File: src/rtl/shield_spi_pkg.sv
// Shared types and constants for the shield SPI master.
// Holds the FSM state encoding, transfer widths and idle pin levels.
package shield_spi_pkg;

    typedef enum logic [1:0] {
        ST_IDLE,
        ST_SHIFT,
        ST_GAP,
        ST_TRAIL
    } spi_state_e;

    localparam int SPI_DATA_W = 8;

    // 16 half-periods per byte, so a 4-bit counter wraps cleanly after the last one.
    localparam int HCNT_W = 4;
    localparam logic [HCNT_W-1:0] HCNT_LAST = 4'd15;
    localparam logic [HCNT_W-1:0] HCNT_ONE  = 4'd1;

    localparam logic SCK_IDLE  = 1'b0;
    localparam logic MOSI_RST  = 1'b0;
    localparam logic SS_N_IDLE = 1'b1;

endpackage

File: src/rtl/shield_spi_clkgen.sv
// SCK half-period generator: latches the divider on load, ticks once every
// H = div+1 cycles while running, and toggles SCK on ticks when enabled.
module shield_spi_clkgen
    import shield_spi_pkg::*;
#(
    parameter int DIV_W = 8
) (
    input  logic             clk_i,
    input  logic             rst_ni,
    input  logic             load_i,
    input  logic [DIV_W-1:0] div_i,
    input  logic             run_i,
    input  logic             sck_en_i,
    output logic             tick_o,
    output logic             sck_o
);

    localparam logic [DIV_W:0] ONE = {{DIV_W{1'b0}}, 1'b1};

    // One extra bit so an all-ones divider gives H = 2**DIV_W without wrapping.
    logic [DIV_W:0] half_q, half_d;
    logic [DIV_W:0] cnt_q, cnt_d;
    logic           sck_q, sck_d;

    assign tick_o = run_i && (cnt_q == (half_q - ONE));
    assign sck_o  = sck_q;

    always_comb begin
        half_d = half_q;
        cnt_d  = cnt_q;
        sck_d  = sck_q;
        if (load_i) begin
            half_d = {1'b0, div_i} + ONE;
            cnt_d  = '0;
            sck_d  = SCK_IDLE;
        end else if (run_i) begin
            if (tick_o) begin
                cnt_d = '0;
                if (sck_en_i) begin
                    sck_d = ~sck_q;
                end
            end else begin
                cnt_d = cnt_q + ONE;
            end
        end
    end

    always_ff @(posedge clk_i) begin
        if (!rst_ni) begin
            half_q <= ONE;
            cnt_q  <= '0;
            sck_q  <= SCK_IDLE;
        end else begin
            half_q <= half_d;
            cnt_q  <= cnt_d;
            sck_q  <= sck_d;
        end
    end

endmodule

File: src/rtl/shield_spi_master.sv
// Byte-oriented mode-0 SPI master for the shield pins, with chip-select hold
// between bytes for multi-byte EEPROM transactions.
module shield_spi_master
    import shield_spi_pkg::*;
#(
    parameter int DIV_W  = 8,
    parameter int DATA_W = SPI_DATA_W
) (
    input  logic              PCLK,
    input  logic              PRESETn,
    input  logic [DIV_W-1:0]  CLK_DIV,
    input  logic              CS_HOLD,
    input  logic              TX_VALID,
    input  logic [DATA_W-1:0] TX_DATA,
    output logic              TX_READY,
    output logic              RX_VALID,
    output logic [DATA_W-1:0] RX_DATA,
    output logic              BUSY,
    output logic              SPI_SCK,
    output logic              SPI_MOSI,
    output logic              SPI_SS_N,
    input  logic              SPI_MISO
);

    spi_state_e state_q, state_d;

    logic [DATA_W-1:0] tx_sh_q, tx_sh_d;
    logic [DATA_W-1:0] rx_sh_q, rx_sh_d;
    logic [DATA_W-1:0] rx_data_q, rx_data_d;
    logic              rx_valid_q, rx_valid_d;
    logic              mosi_q, mosi_d;
    logic              ss_n_q, ss_n_d;
    logic [HCNT_W-1:0] hcnt_q, hcnt_d;

    logic accept;
    logic gen_load;
    logic gen_run;
    logic gen_sck_en;
    logic gen_tick;

    assign TX_READY = PRESETn && ((state_q == ST_IDLE) || (state_q == ST_GAP));
    assign accept   = TX_VALID && TX_READY;
    assign BUSY     = (state_q != ST_IDLE);
    assign RX_VALID = rx_valid_q;
    assign RX_DATA  = rx_data_q;
    assign SPI_MOSI = mosi_q;
    assign SPI_SS_N = ss_n_q;

    shield_spi_clkgen #(
        .DIV_W (DIV_W)
    ) u_clkgen (
        .clk_i    (PCLK),
        .rst_ni   (PRESETn),
        .load_i   (gen_load),
        .div_i    (CLK_DIV),
        .run_i    (gen_run),
        .sck_en_i (gen_sck_en),
        .tick_o   (gen_tick),
        .sck_o    (SPI_SCK)
    );

    // Even half-period ticks raise SCK and sample MISO; odd ones lower SCK and advance MOSI.
    always_comb begin
        state_d    = state_q;
        tx_sh_d    = tx_sh_q;
        rx_sh_d    = rx_sh_q;
        rx_data_d  = rx_data_q;
        rx_valid_d = 1'b0;
        mosi_d     = mosi_q;
        ss_n_d     = ss_n_q;
        hcnt_d     = hcnt_q;
        gen_load   = 1'b0;
        gen_run    = 1'b0;
        gen_sck_en = 1'b0;

        case (state_q)
            ST_IDLE, ST_GAP: begin
                if (accept) begin
                    gen_load = 1'b1;
                    tx_sh_d  = TX_DATA;
                    mosi_d   = TX_DATA[DATA_W-1];
                    ss_n_d   = 1'b0;
                    hcnt_d   = '0;
                    state_d  = ST_SHIFT;
                end else if ((state_q == ST_GAP) && !CS_HOLD) begin
                    state_d = ST_TRAIL;
                end
            end
            ST_SHIFT: begin
                gen_run    = 1'b1;
                gen_sck_en = 1'b1;
                if (gen_tick) begin
                    hcnt_d = hcnt_q + HCNT_ONE;
                    if (!hcnt_q[0]) begin
                        rx_sh_d = {rx_sh_q[DATA_W-2:0], SPI_MISO};
                    end else if (hcnt_q == HCNT_LAST) begin
                        rx_data_d  = rx_sh_q;
                        rx_valid_d = 1'b1;
                        state_d    = CS_HOLD ? ST_GAP : ST_TRAIL;
                    end else begin
                        tx_sh_d = {tx_sh_q[DATA_W-2:0], 1'b0};
                        mosi_d  = tx_sh_q[DATA_W-2];
                    end
                end
            end
            ST_TRAIL: begin
                gen_run = 1'b1;
                if (gen_tick) begin
                    ss_n_d  = SS_N_IDLE;
                    state_d = ST_IDLE;
                end
            end
            default: begin
                state_d = ST_IDLE;
            end
        endcase
    end

    always_ff @(posedge PCLK) begin
        if (!PRESETn) begin
            state_q    <= ST_IDLE;
            tx_sh_q    <= '0;
            rx_sh_q    <= '0;
            rx_data_q  <= '0;
            rx_valid_q <= 1'b0;
            mosi_q     <= MOSI_RST;
            ss_n_q     <= SS_N_IDLE;
            hcnt_q     <= '0;
        end else begin
            state_q    <= state_d;
            tx_sh_q    <= tx_sh_d;
            rx_sh_q    <= rx_sh_d;
            rx_data_q  <= rx_data_d;
            rx_valid_q <= rx_valid_d;
            mosi_q     <= mosi_d;
            ss_n_q     <= ss_n_d;
            hcnt_q     <= hcnt_d;
        end
    end

endmodule

File: config.mk
export PLATFORM = sky130hd
export DESIGN_NAME = shield_spi_master
export DESIGN_NICKNAME = d
export VERILOG_FILES = /design/src/rtl/shield_spi_pkg.sv /design/src/rtl/shield_spi_clkgen.sv /design/src/rtl/shield_spi_master.sv
export SDC_FILE = /design/constraint.sdc
export NUM_CORES = 1
export LEC_CHECK = 0
export CORE_MARGIN = 2
export CORE_UTILIZATION = 43
export CTS_BUF_LIST = sky130_fd_sc_hd__clkbuf_4 sky130_fd_sc_hd__clkbuf_8 sky130_fd_sc_hd__clkbuf_16
export DETAILED_ROUTE_END_ITERATION = 7
export PLACE_DENSITY = 0.65
export SLEW_MARGIN = 0
export SYNTH_ARGS = -nofsm -noshare
export SYNTH_HDL_FRONTEND = slang
export SYNTH_HIERARCHICAL = 1
export SYNTH_SLANG_ARGS = --single-unit
File: constraint.sdc
create_clock -name PCLK -period 6 [get_ports PCLK]
set_input_delay 1.2 -clock PCLK [delete_from_list [all_inputs] [get_ports PCLK]]
set_output_delay 1.2 -clock PCLK [all_outputs]
set_load 0.05 [all_outputs]
==> metrics.md, run 1 <==
| Metric | Value |
|---|---|
| P&R area growth vs syn | 15.6% |
| Internal | 476 µW |
| Synthesized flop and latch total | 51 |
| RD Place Congestion | 0.807 |
| Register area | 0.00102 mm² |
| Worst Path Max Fanout | 21 |
| Setup TNS Final | 0 ns |
| Hold Crit Class | register to register |
| Synth Instances | 310 |
| DR WL met2 | 2380 µm |
| Die Wd | 82.3 µm |
| Grt ovf | 0 |
| Maximum vdd drop | 0.000100 V |
| Hpwl dp | approximately 3600 µm |
| Run status | complete, no violations |
| Row count | 28 |
| Antenna diodes | 0 |
| Combinational power share | 15.3% |
| Static leakage | approximately 0.0011 µW |
| Setup CP Type | input pin to output port |
| Clock share of power | 30.8% |
| Max clock buf depth | 2 |
| FMAX | 0.240 GHz |
| Async set-reset flop share out of synthesis | 0% |
| Root Driver | clkbuf_8 |
| # clock sinks | between 50 and 60 |
| Warnings, synthesis | 6 |
| Netlist cell types | 52 |
| Die ar. | 0.00677 mm² |
| Hold Violations, Final | 0 |
| Routed WL | 5200 µm |
| Vias in the first global route | 1,945 |
| Post-Syn Nets | 335 |
| Worst r2r src | u_clkgen/half_q[0]$_SDFFE_PN1P_ |
| Clock latency on the worst-skew pair | between 0.3 and 0.4 ns |
| Metal1 wirelength | 2600 µm |
| CP startpoint kind | input pin |
| Top-Level Pins | 35 |
| Depth of the worst hold-timing path | 2 |
| Cts repair resizes | 0 |
| Initial core utilization | 44.5% |
| Fin nets | 356 |
| Switch Pwr | between 150 and 200 µW |
| Post-synth EDFFs | 0 |
| Setup-failing EPs final | 0 |
| Fillers | ~560 |
| Min Tclk post-route | 4.17 ns |
| Top-area cell type share of the netlist area | 38.7% |
| Reg2reg path depth | 10 |
| Mapped Avg Cell Area | 8.50 µm² |
| Final Max Tran Viols | 0 |
| Register-to-register setup slack | 2.19 ns |
| Worst Hold End | RX_DATA[7]$_SDFFE_PN0P_ |
| Core Area | 0.00592 mm² |
| Switch share | around 29% |
| Post-synthesis sequential area ratio | 38.7% |
| Synth top cells by count | dfxtp_1, nand2_1, nand3_1 |
| Critical Path End Type | output port |
| Total GRT Usage | 16.9% |
| Post-CTS setup buffers | 0 |
| Mapped Area | 0.00264 mm² |
| Largest area contributor in the netlist | dfxtp_1 |
| Clock skew | 0.0135 ns |
| Via-per-instance ratio | 5.34 |
| Worst Path Required | 4.80 ns |
| RSZ-0062 raised after global routing | no |
| Setup slack at placement | 1.82 ns |
| Number of iterations in the first detailed-routing pass | 4 |
| Max_cap viols | 0 |
| Tightest Pin Transition | 0.941 ns |
| Fraction of layout cells with a size suffix above 1 | under 10% |
| Routed wire per std cell | 12.8 µm |
| Setup ws final | 1.83 ns |
| RR Endpoint | tx_sh_q[1]$_SDFFE_PN0P_ |
| Initial antenna violation count | 0 |
| Met3 WL | 165 µm |
| CTS tree | built |
| Pwr dens | 218 mW/mm² |
| Initial DRC Count | 90 |
| Highest metal used | met4 |
| Top post-synthesis cells by area | dfxtp_1, nand2_1, xnor2_1 |
| Hold-fix buffers, CTS | 0 |
| H-tree depth | 2 |
| Vias post-DR | 2,174 |
| Primary FF master, synth | dfxtp_1 |
| Crit path arrival time | 2.97 ns |
| Period utilization | 69.6% |
| DIE HEIGHT | 82.3 µm |
| Multi-input gate area | 0.00143 mm² |
| Worst rel slew slack | 36.9% |
| TritonCTS buffer count | 5 |
| Routed Antenna Nets | 0 |
| Global-route wire length before repair | a little under 9000 µm |
| Start point of the worst hold path | rx_sh_q[7]$_SDFFE_PN0P_ |
| Reg clk slew, reported paths | 0.10 ns |
| Seq pwr share | a little over half |
| Largest net degree at the start of global routing | 32 |
| Port Buf Inserts | 34 |
| DRC viols | 0 |
-- flip-flops by register name (all words and copies together) (netlist names), 2 cells and up --
| register | cells |
|---|---|
| u_clkgen/half_q | 9 |
| RX_DATA | 8 |
| tx_sh_q | 7 |
| rx_sh_q | 8 |
| state_q | 2 |
| hcnt_q | 4 |
| u_clkgen/cnt_q | 9 |
-- critical path, cell delays in order --
cell and delay, ns:
clkdlybuf4s50_1 0.47, inv_1 0.28, nor2_1 0.19, clkdlybuf4s50_1 0.82
-- cells in the final DEF, fill, tap and decap left out, drive strengths merged, types with 3 or more instances in the layout --
cell           netlist  final
dfxtp               51     51
nand2               51     51
clkdlybuf4s50        0     34
nand3               21     21
nor2                20     20
o21ai               15     15
a21oi               15     15
xnor2               13     13
inv                 12     13
xor2                12     12
nor3                 9      9
a311oi               7      7
o211a                6      6
nand4                5      5
clkbuf              14      5
nand3b               4      4
ha                   4      4
or3                  4      4
nor2b                4      4
nand2b               4      4
a32oi                3      3
a31oi                3      3
a211oi               3      3
-- worst max path at each step --
stage                    end  depth (start not counted)  slack, ns     from
floorplan           TX_READY                          3       2.71  PRESETn
global placement    TX_READY                          4       1.80  PRESETn
detailed placement  TX_READY                          4       1.82  PRESETn
CTS                 TX_READY                          4       1.81  PRESETn
global route        TX_READY                          4       1.74  PRESETn
finish              TX_READY                          4       1.83  PRESETn
-- layer usage --
metal	up-vias	GRT usage [%]
met4	0	5.83
li1	1119	-
met3	5	3.91
met5	-	0
met1	1019	23.0
met2	31	26.4
-- layout make-up --
class                      instances  share of cell area [%]
multi-input combinational        225                    47.1
sequential                        51                    33.5
timing repair buffer              36                    11.7
tap                               75                    3.08
clock buffer                       5                    2.26
inverter                          12                    1.64
clock inverter                     3                   0.780
-- power groups by stage --
stage          logic [µW]  registers, µW  clock network (µW)
6_report              102            359                 205
5_1_grt               113            361                 224
4_1_cts               103            359                 212
3_5_place_dp          102            367                   0
3_3_place_gp          101            366                   0
2_1_floorplan        74.2            368                   0
-- through the flow --
step / power (µW) / instance area (µm²) / utilization [%] / cells / hold slack [ns]
after floorplan: 442 / 2640 / - / 310 / 0.436
after global placement: 467 / 2950 / 49.9 / 399 / 0.446
after detailed placement: 469 / 2950 / 49.9 / 399 / 0.451
after CTS: 674 / 3050 / 51.5 / 407 / 0.465
after global routing: 698 / 3050 / 51.5 / 407 / 0.492
final: 666 / 3050 / 51.5 / 407 / 0.456
-- logic make-up (layout without fill, tap and decap cells) --
| family | count (synthesis) | in the layout | synth area share, % |
|---|---|---|---|
| buffers and inverters | 34 | 56 | 6.84 |
| AO/OA/AOI/OAI | 58 | 58 | 16.0 |
| multiplexers | 2 | 2 | 0.760 |
| AND/OR/NAND/NOR | 136 | 136 | 27.4 |
| XOR/XNOR | 25 | 25 | 8.31 |
| flip-flops | 51 | 51 | 38.7 |
| adder cells (fa/ha/maj) | 4 | 4 | 1.90 |
Power figures use the tool's default switching activity.
==> run 2: changes to the inputs <==
- clock period: 6 -> 4.21 ns (I/O delays scaled with it)
==> metrics.md, run 2 (synthesized netlist as in run 1, its figures left out) <==
| Metric | Value |
|---|---|
| Vias post-DR | 2,182 (+0.37%) |
| Cts repair resizes | 0 (unchanged) |
| Register area | 0.00102 mm² (unchanged) |
| Period utilization | 78.0% |
| FMAX | between 0.3 and 0.4 GHz |
| Pwr dens | 329 mW/mm² (+51%) |
| Die ar. | 0.00677 mm² (unchanged) |
| DRC viols | 0 (unchanged) |
| Global-route wire length before repair | 8970 µm (+1.3%) |
| Root Driver | clkbuf_8 |
| Setup TNS Final | 0 ns (unchanged) |
| Fillers | 573 (+2.7%) |
| Worst Path Max Fanout | 16 (-24%) |
| Crit path arrival time | 3.51 ns (+0.54 ns) |
| Antenna diodes | 0 (unchanged) |
| Number of iterations in the first detailed-routing pass | 4 (unchanged) |
| Setup CP Type | register to register |
| Via-per-instance ratio | 5.32 (-0.37%) |
| Max clock buf depth | 2 (unchanged) |
| Hold Crit Class | register to register |
| H-tree depth | 2 (unchanged) |
| CP startpoint kind | register |
| Top-Level Pins | 35 (unchanged) |
| Hold Violations, Final | 0 (unchanged) |
| Routed Antenna Nets | 0 (unchanged) |
| Tightest Pin Transition | 0.665 ns (-0.276 ns) |
| Core Area | 0.00592 mm² (unchanged) |
| Clock skew | 0.0105 ns (-0.00298 ns) |
| Routed wire per std cell | 12.9 µm (+0.83%) |
| Min Tclk post-route | 3.28 ns |
| Setup-failing EPs final | 0 (unchanged) |
| Hold-fix buffers, CTS | 0 (unchanged) |
| # clock sinks | 51 (unchanged) |
| Max_cap viols | 0 (unchanged) |
| TritonCTS buffer count | 5 (unchanged) |
| Post-CTS setup buffers | 0 (unchanged) |
| Total GRT Usage | 16.9% (about the same) |
| P&R area growth vs syn | 17.9% |
| Routed WL | 5290 µm (+1.6%) |
| RSZ-0062 raised after global routing | no |
| Start point of the worst hold path | rx_sh_q[7]$_SDFFE_PN0P_ |
| Worst r2r src | u_clkgen/half_q[0]$_SDFFE_PN1P_ |
| Static leakage | 0.00111 µW (+3.9%) |
| Initial core utilization | 44.5% (unchanged) |
| Maximum vdd drop | 0.000183 V (+83%) |
| Initial antenna violation count | 0 (unchanged) |
| Worst Setup SP | u_clkgen/half_q[0]$_SDFFE_PN1P_ |
| Final Max Tran Viols | 0 (unchanged) |
| Port Buf Inserts | 34 (unchanged) |
| Fin nets | 359 (+0.84%) |
| Setup slack at placement | 0.938 ns (-0.883 ns) |
| Largest net degree at the start of global routing | 21 (-34%) |
| Worst Path Required | 4.43 ns (-0.37 ns) |
| Reg clk slew, reported paths | 0.10 ns (about the same) |
| Row count | 28 (unchanged) |
| Clock latency on the worst-skew pair | 0.31 ns (about the same) |
| DIE HEIGHT | 82.3 µm (unchanged) |
| Initial DRC Count | 110 (+22%) |
| Vias in the first global route | 1,976 (+1.6%) |
| Top Registers | u_clkgen/cnt_q (9), u_clkgen/half_q (9) |
| Run status | complete, no violations |
| Setup ws final | 0.926 ns (-0.901 ns) |
| Most frequent cells in the layout | dfxtp_1, nand2_1, clkdlybuf4s50_1 |
| Die Wd | 82.3 µm (unchanged) |
| Critical Path End Type | register |
| Hpwl dp | 3810 µm (+4.6%) |
| Fraction of layout cells with a size suffix above 1 | 9.85% (+1.1 points) |
| Multi-input gate area | 0.00143 mm² (unchanged) |
| Grt ovf | 0 (unchanged) |
| CTS tree | built |
| Worst rel slew slack | 55.7% (+19 points) |
| RD Place Congestion | 0.844 (+4.6%) |
run 2: cell types whose count changed in the layout (fill, tap and decap cells not counted):
| cell | change |
|---|---|
| buf_12 | +1 |
| buf_4 | +3 |
| bufinv_16 | +1 |
| clkbuf_8 | +1 |
| clkdlybuf4s50_1 | -1 |
| clkinvlp_4 | -2 |
run 2: cell type report:
class / count / area share, %
inverters: 12 / 1.61
well taps: 75 / 3.02
repair buffers: 39 / 12.5
clock buffers: 6 / 2.66
multi-input cells: 225 / 46.1
clock inverters: 2 / 1.25
flip-flops and latches: 51 / 32.9
run 2: worst paths after layout:
kind | end | slack (ns) | cells after the start
max | tx_sh_q[1]$_SDFFE_PN0P_ | 0.93 | 11
max reg2reg | tx_sh_q[1]$_SDFFE_PN0P_ | 0.93 | 11
min reg2reg | rx_sh_q[7]$_SDFFE_PN0P_ | 0.46 | 2
min | rx_sh_q[7]$_SDFFE_PN0P_ | 0.46 | 2
run 2: worst max-delay path, stage by stage (launching register included):
cell	delay, ns
dfxtp_1	0.42
inv_1	0.09
ha_1	0.31
xor2_1	0.15
nand3_1	0.10
or4_4	0.56
a211oi_1	0.21
buf_4	0.20
nand3b_1	0.18
a221oi_4	0.64
nor2_1	0.09
a311oi_1	0.26
run 2: through the flow:
stage	area (µm²)	cells	utilization [%]	power [µW]	hold slack (ns)
finish	3110	410	52.5	1020	0.464
detailed placement	2990	402	50.4	673	0.452
floorplan	2640	310	-	630	0.436
global route	3110	410	52.5	1070	0.489
global placement	2990	402	50.4	671	0.451
CTS	3110	410	52.5	1040	0.466
run 2: metal layers:
| metal | GRT usage [%] | share of wire, % | vias up |
|---|---|---|---|
| met1 | 23.8 | 52 | 1023 |
| met3 | 3.70 | 3.7 | 4 |
| met5 | 0 | 0 | - |
| li1 | - | - | 1116 |
| met2 | 25.1 | 43 | 39 |
| met4 | 6.83 | 0.91 | 0 |
run 2: power breakdown:
part / internal (µW) / total [µW] / switching, µW
clock network: 196 / 361 / 165
registers: 497 / 511 / 14.7
logic: 66.2 / 150 / 84.0
total: 758 / 1020 / 264
==> run 3: changes to the inputs <==
- PLACE_DENSITY: 0.65 -> 0.67
- clock period: 4.21 -> 2.9 ns (I/O delays scaled with it)
==> metrics.md, run 3 (synthesized netlist as in run 1, its figures left out) <==
| Metric | Value |
|---|---|
| Initial DRC Count | 159 (+45%) |
| Layout Cells excl Fill | 421 (+2.7%) |
| Worst Setup SP | u_clkgen/half_q[1]$_SDFFE_PN0P_ |
| Worst Path Max Fanout | 16 (unchanged) |
| TritonCTS buffer count | 5 (unchanged) |
| Setup TNS Final | 0 ns (unchanged) |
| Hold Violations, Final | 0 (unchanged) |
| Initial core utilization | 44.5% (unchanged) |
| Die Wd | 82.3 µm (unchanged) |
| Tightest Pin Transition | 0.543 ns (-0.122 ns) |
| Routed WL | 5400 µm (+2.2%) |
| Register area | 0.00102 mm² (unchanged) |
| Vias post-DR | 2,224 (+1.9%) |
| RD Place Congestion | 0.833 (-1.3%) |
| Grt ovf | 0 (unchanged) |
| Overall power after layout | 1370 µW (+34%) |
| Largest net degree at the start of global routing | 21 (unchanged) |
| Crit path arrival time | 2.96 ns (-0.55 ns) |
| Number of iterations in the first detailed-routing pass | 4 (unchanged) |
| Switch share | 27.5% (+1.7 points) |
| Clock latency on the worst-skew pair | 0.30 ns (about the same) |
| Hpwl dp | 4010 µm (+5.5%) |
| Worst Path Required | 3.11 ns (-1.32 ns) |
| Total GRT Usage | 18.0% (+1.1 points) |
| Max_cap viols | 0 (unchanged) |
| Hold_ws | 0.468 ns (+0.00381 ns) |
| Top-Level Pins | 35 (unchanged) |
| Final Max Tran Viols | 0 (unchanged) |
| Clock share of power | 28.9% (-6.4 points) |
| FMAX | 0.364 GHz (+20%) |
| Core Area | 0.00592 mm² (unchanged) |
| Min Tclk post-route | 2.74 ns (-0.541 ns) |
| Multi-input gate area | 0.00145 mm² (+0.87%) |
| Maximum vdd drop | 0.000243 V (+33%) |
| Met1 Track Usage GR | 25.3% (+1.5 points) |
| Fillers | 555 (-3.1%) |
| Vias in the first global route | 2,117 (+7.1%) |
| Run status | complete, no violations |
| Max clock buf depth | 2 (unchanged) |
| Most frequent cells in the layout | dfxtp_1, nand2_1, clkdlybuf4s50_1 |
| Period utilization | 94.6% (+17 points) |
| DRC viols | 0 (unchanged) |
| GR peak layer | met2 |
| Static leakage | 0.00116 µW (+4.2%) |
| P&R area growth vs syn | 21.0% |
| DIE HEIGHT | 82.3 µm (unchanged) |
| Root Driver | clkbuf_8 |
| Antenna diodes | 0 (unchanged) |
| Internal | 996 µW (+31%) |
| Routed wire per std cell | 12.8 µm (-0.44%) |
| Seq pwr share | 53.6% (+3.6 points) |
| Fraction of layout cells with a size suffix above 1 | 13.6% (+3.7 points) |
| Setup-failing EPs final | 0 (unchanged) |
| Reg clk slew, reported paths | 0.09 ns (about the same) |
| Hold-fix buffers, CTS | 0 (unchanged) |
| Setup slack at placement | 0.0452 ns (-0.892 ns) |
| Pwr dens | 431 mW/mm² (+31%) |
| Row count | 28 (unchanged) |
| CTS tree | built |
| Start point of the worst hold path | rx_sh_q[7]$_SDFFE_PN0P_ |
| Switch Pwr | 378 µW (+43%) |
| H-tree depth | 2 (unchanged) |
| Port Buf Inserts | 34 (unchanged) |
| Initial antenna violation count | 0 (unchanged) |
| Worst r2r src | u_clkgen/half_q[1]$_SDFFE_PN0P_ |
| Hold Crit Class | register to register |
| Critical Path End Type | register |
| Worst rel slew slack | 63.8% (+8.2 points) |
| Global-route wire length before repair | 9600 µm (+7.1%) |
| Grt met3 use | 3.70% (unchanged) |
| Setup ws final | 0.156 ns (-0.769 ns) |
| Combinational power share | 17.5% (+2.8 points) |
| Routed Antenna Nets | 0 (unchanged) |
| Fin nets | 371 (+3.3%) |
| Placed cell count | 412 (+2.5%) |
| Clock skew | 0.00358 ns (-0.00693 ns) |
| CP startpoint kind | register |
| # clock sinks | 51 (unchanged) |
| Die ar. | 0.00677 mm² (unchanged) |
| Top Registers | u_clkgen/cnt_q (9), u_clkgen/half_q (9) |
| M2 GR Usage | 27.8% (+2.7 points) |
| Setup CP Type | register to register |
| Via-per-instance ratio | 5.28 (-0.74%) |
run 3: changes by cell type in the layout (fill, tap and decap cells not counted), sizes merged:
cell	previous run	this run
bufinv	1	0
clkinv	0	2
clkbuf	6	5
inv	13	12
buf	6	18
run 3: power by group through the flow:
| stage | logic, µW | clock network, µW | registers, µW |
|---|---|---|---|
| floorplan | 154 | 0 | 761 |
| finish | 241 | 397 | 736 |
| global route | 267 | 433 | 739 |
| CTS | 242 | 412 | 736 |
| global placement | 236 | 0 | 751 |
| detailed placement | 240 | 0 | 752 |
run 3: worst max-delay path: stages (launching register included):
cell and delay [ns]:
dfxtp_1 0.33, inv_1 0.05, ha_2 0.32, xor2_1 0.14, nand3_1 0.08, or4_4 0.55, a211oi_2 0.21, nand3b_1 0.19
a221oi_4 0.32, buf_12 0.18, nor2_1 0.04, a311oi_1 0.23
run 3: worst paths after layout:
kind | to | slack, ns | cells after the start
hold / removal | rx_sh_q[7]$_SDFFE_PN0P_ | 0.47 | 2
setup reg to reg | tx_sh_q[1]$_SDFFE_PN0P_ | 0.16 | 11
hold reg to reg | rx_sh_q[7]$_SDFFE_PN0P_ | 0.47 | 2
setup / recovery | tx_sh_q[1]$_SDFFE_PN0P_ | 0.16 | 11
run 3: area by class of cell:
type / count / area share [%]
clock buffer: 5 / 2.16
clock inverter: 2 / 0.432
inverter: 12 / 1.57
multi-input combinational: 225 / 45.4
sequential: 51 / 32.0
tap: 75 / 2.94
timing repair buffer: 51 / 15.5
run 3: repair_timing:
action,in CTS,in global routing
buffers inserted,0,2
endpoints found under the setup margin,2,12
gates cloned,0,0
gates resized for setup,1,3
pin swaps,1,0
run 3: metrics by stage:
| step | instance area, µm² | util (%) |
|---|---|---|
| after floorplan | 2640 | - |
| after global placement | 3070 | 51.9 |
| after detailed placement | 3070 | 51.9 |
| after CTS | 3160 | 53.4 |
| after global routing | 3190 | 53.8 |
| final | 3190 | 53.8 |
run 3: metal layers:
| metal | wire (µm) | part of all wire [%] | vias to the layer above |
|---|---|---|---|
| met1 | 2700 | 50 | 1032 |
| met5 | 0 | 0 | - |
| met3 | 221 | 4.1 | 5 |
| met4 | 64 | 1.2 | 0 |
| li1 | - | - | 1143 |
| met2 | 2420 | 45 | 44 |
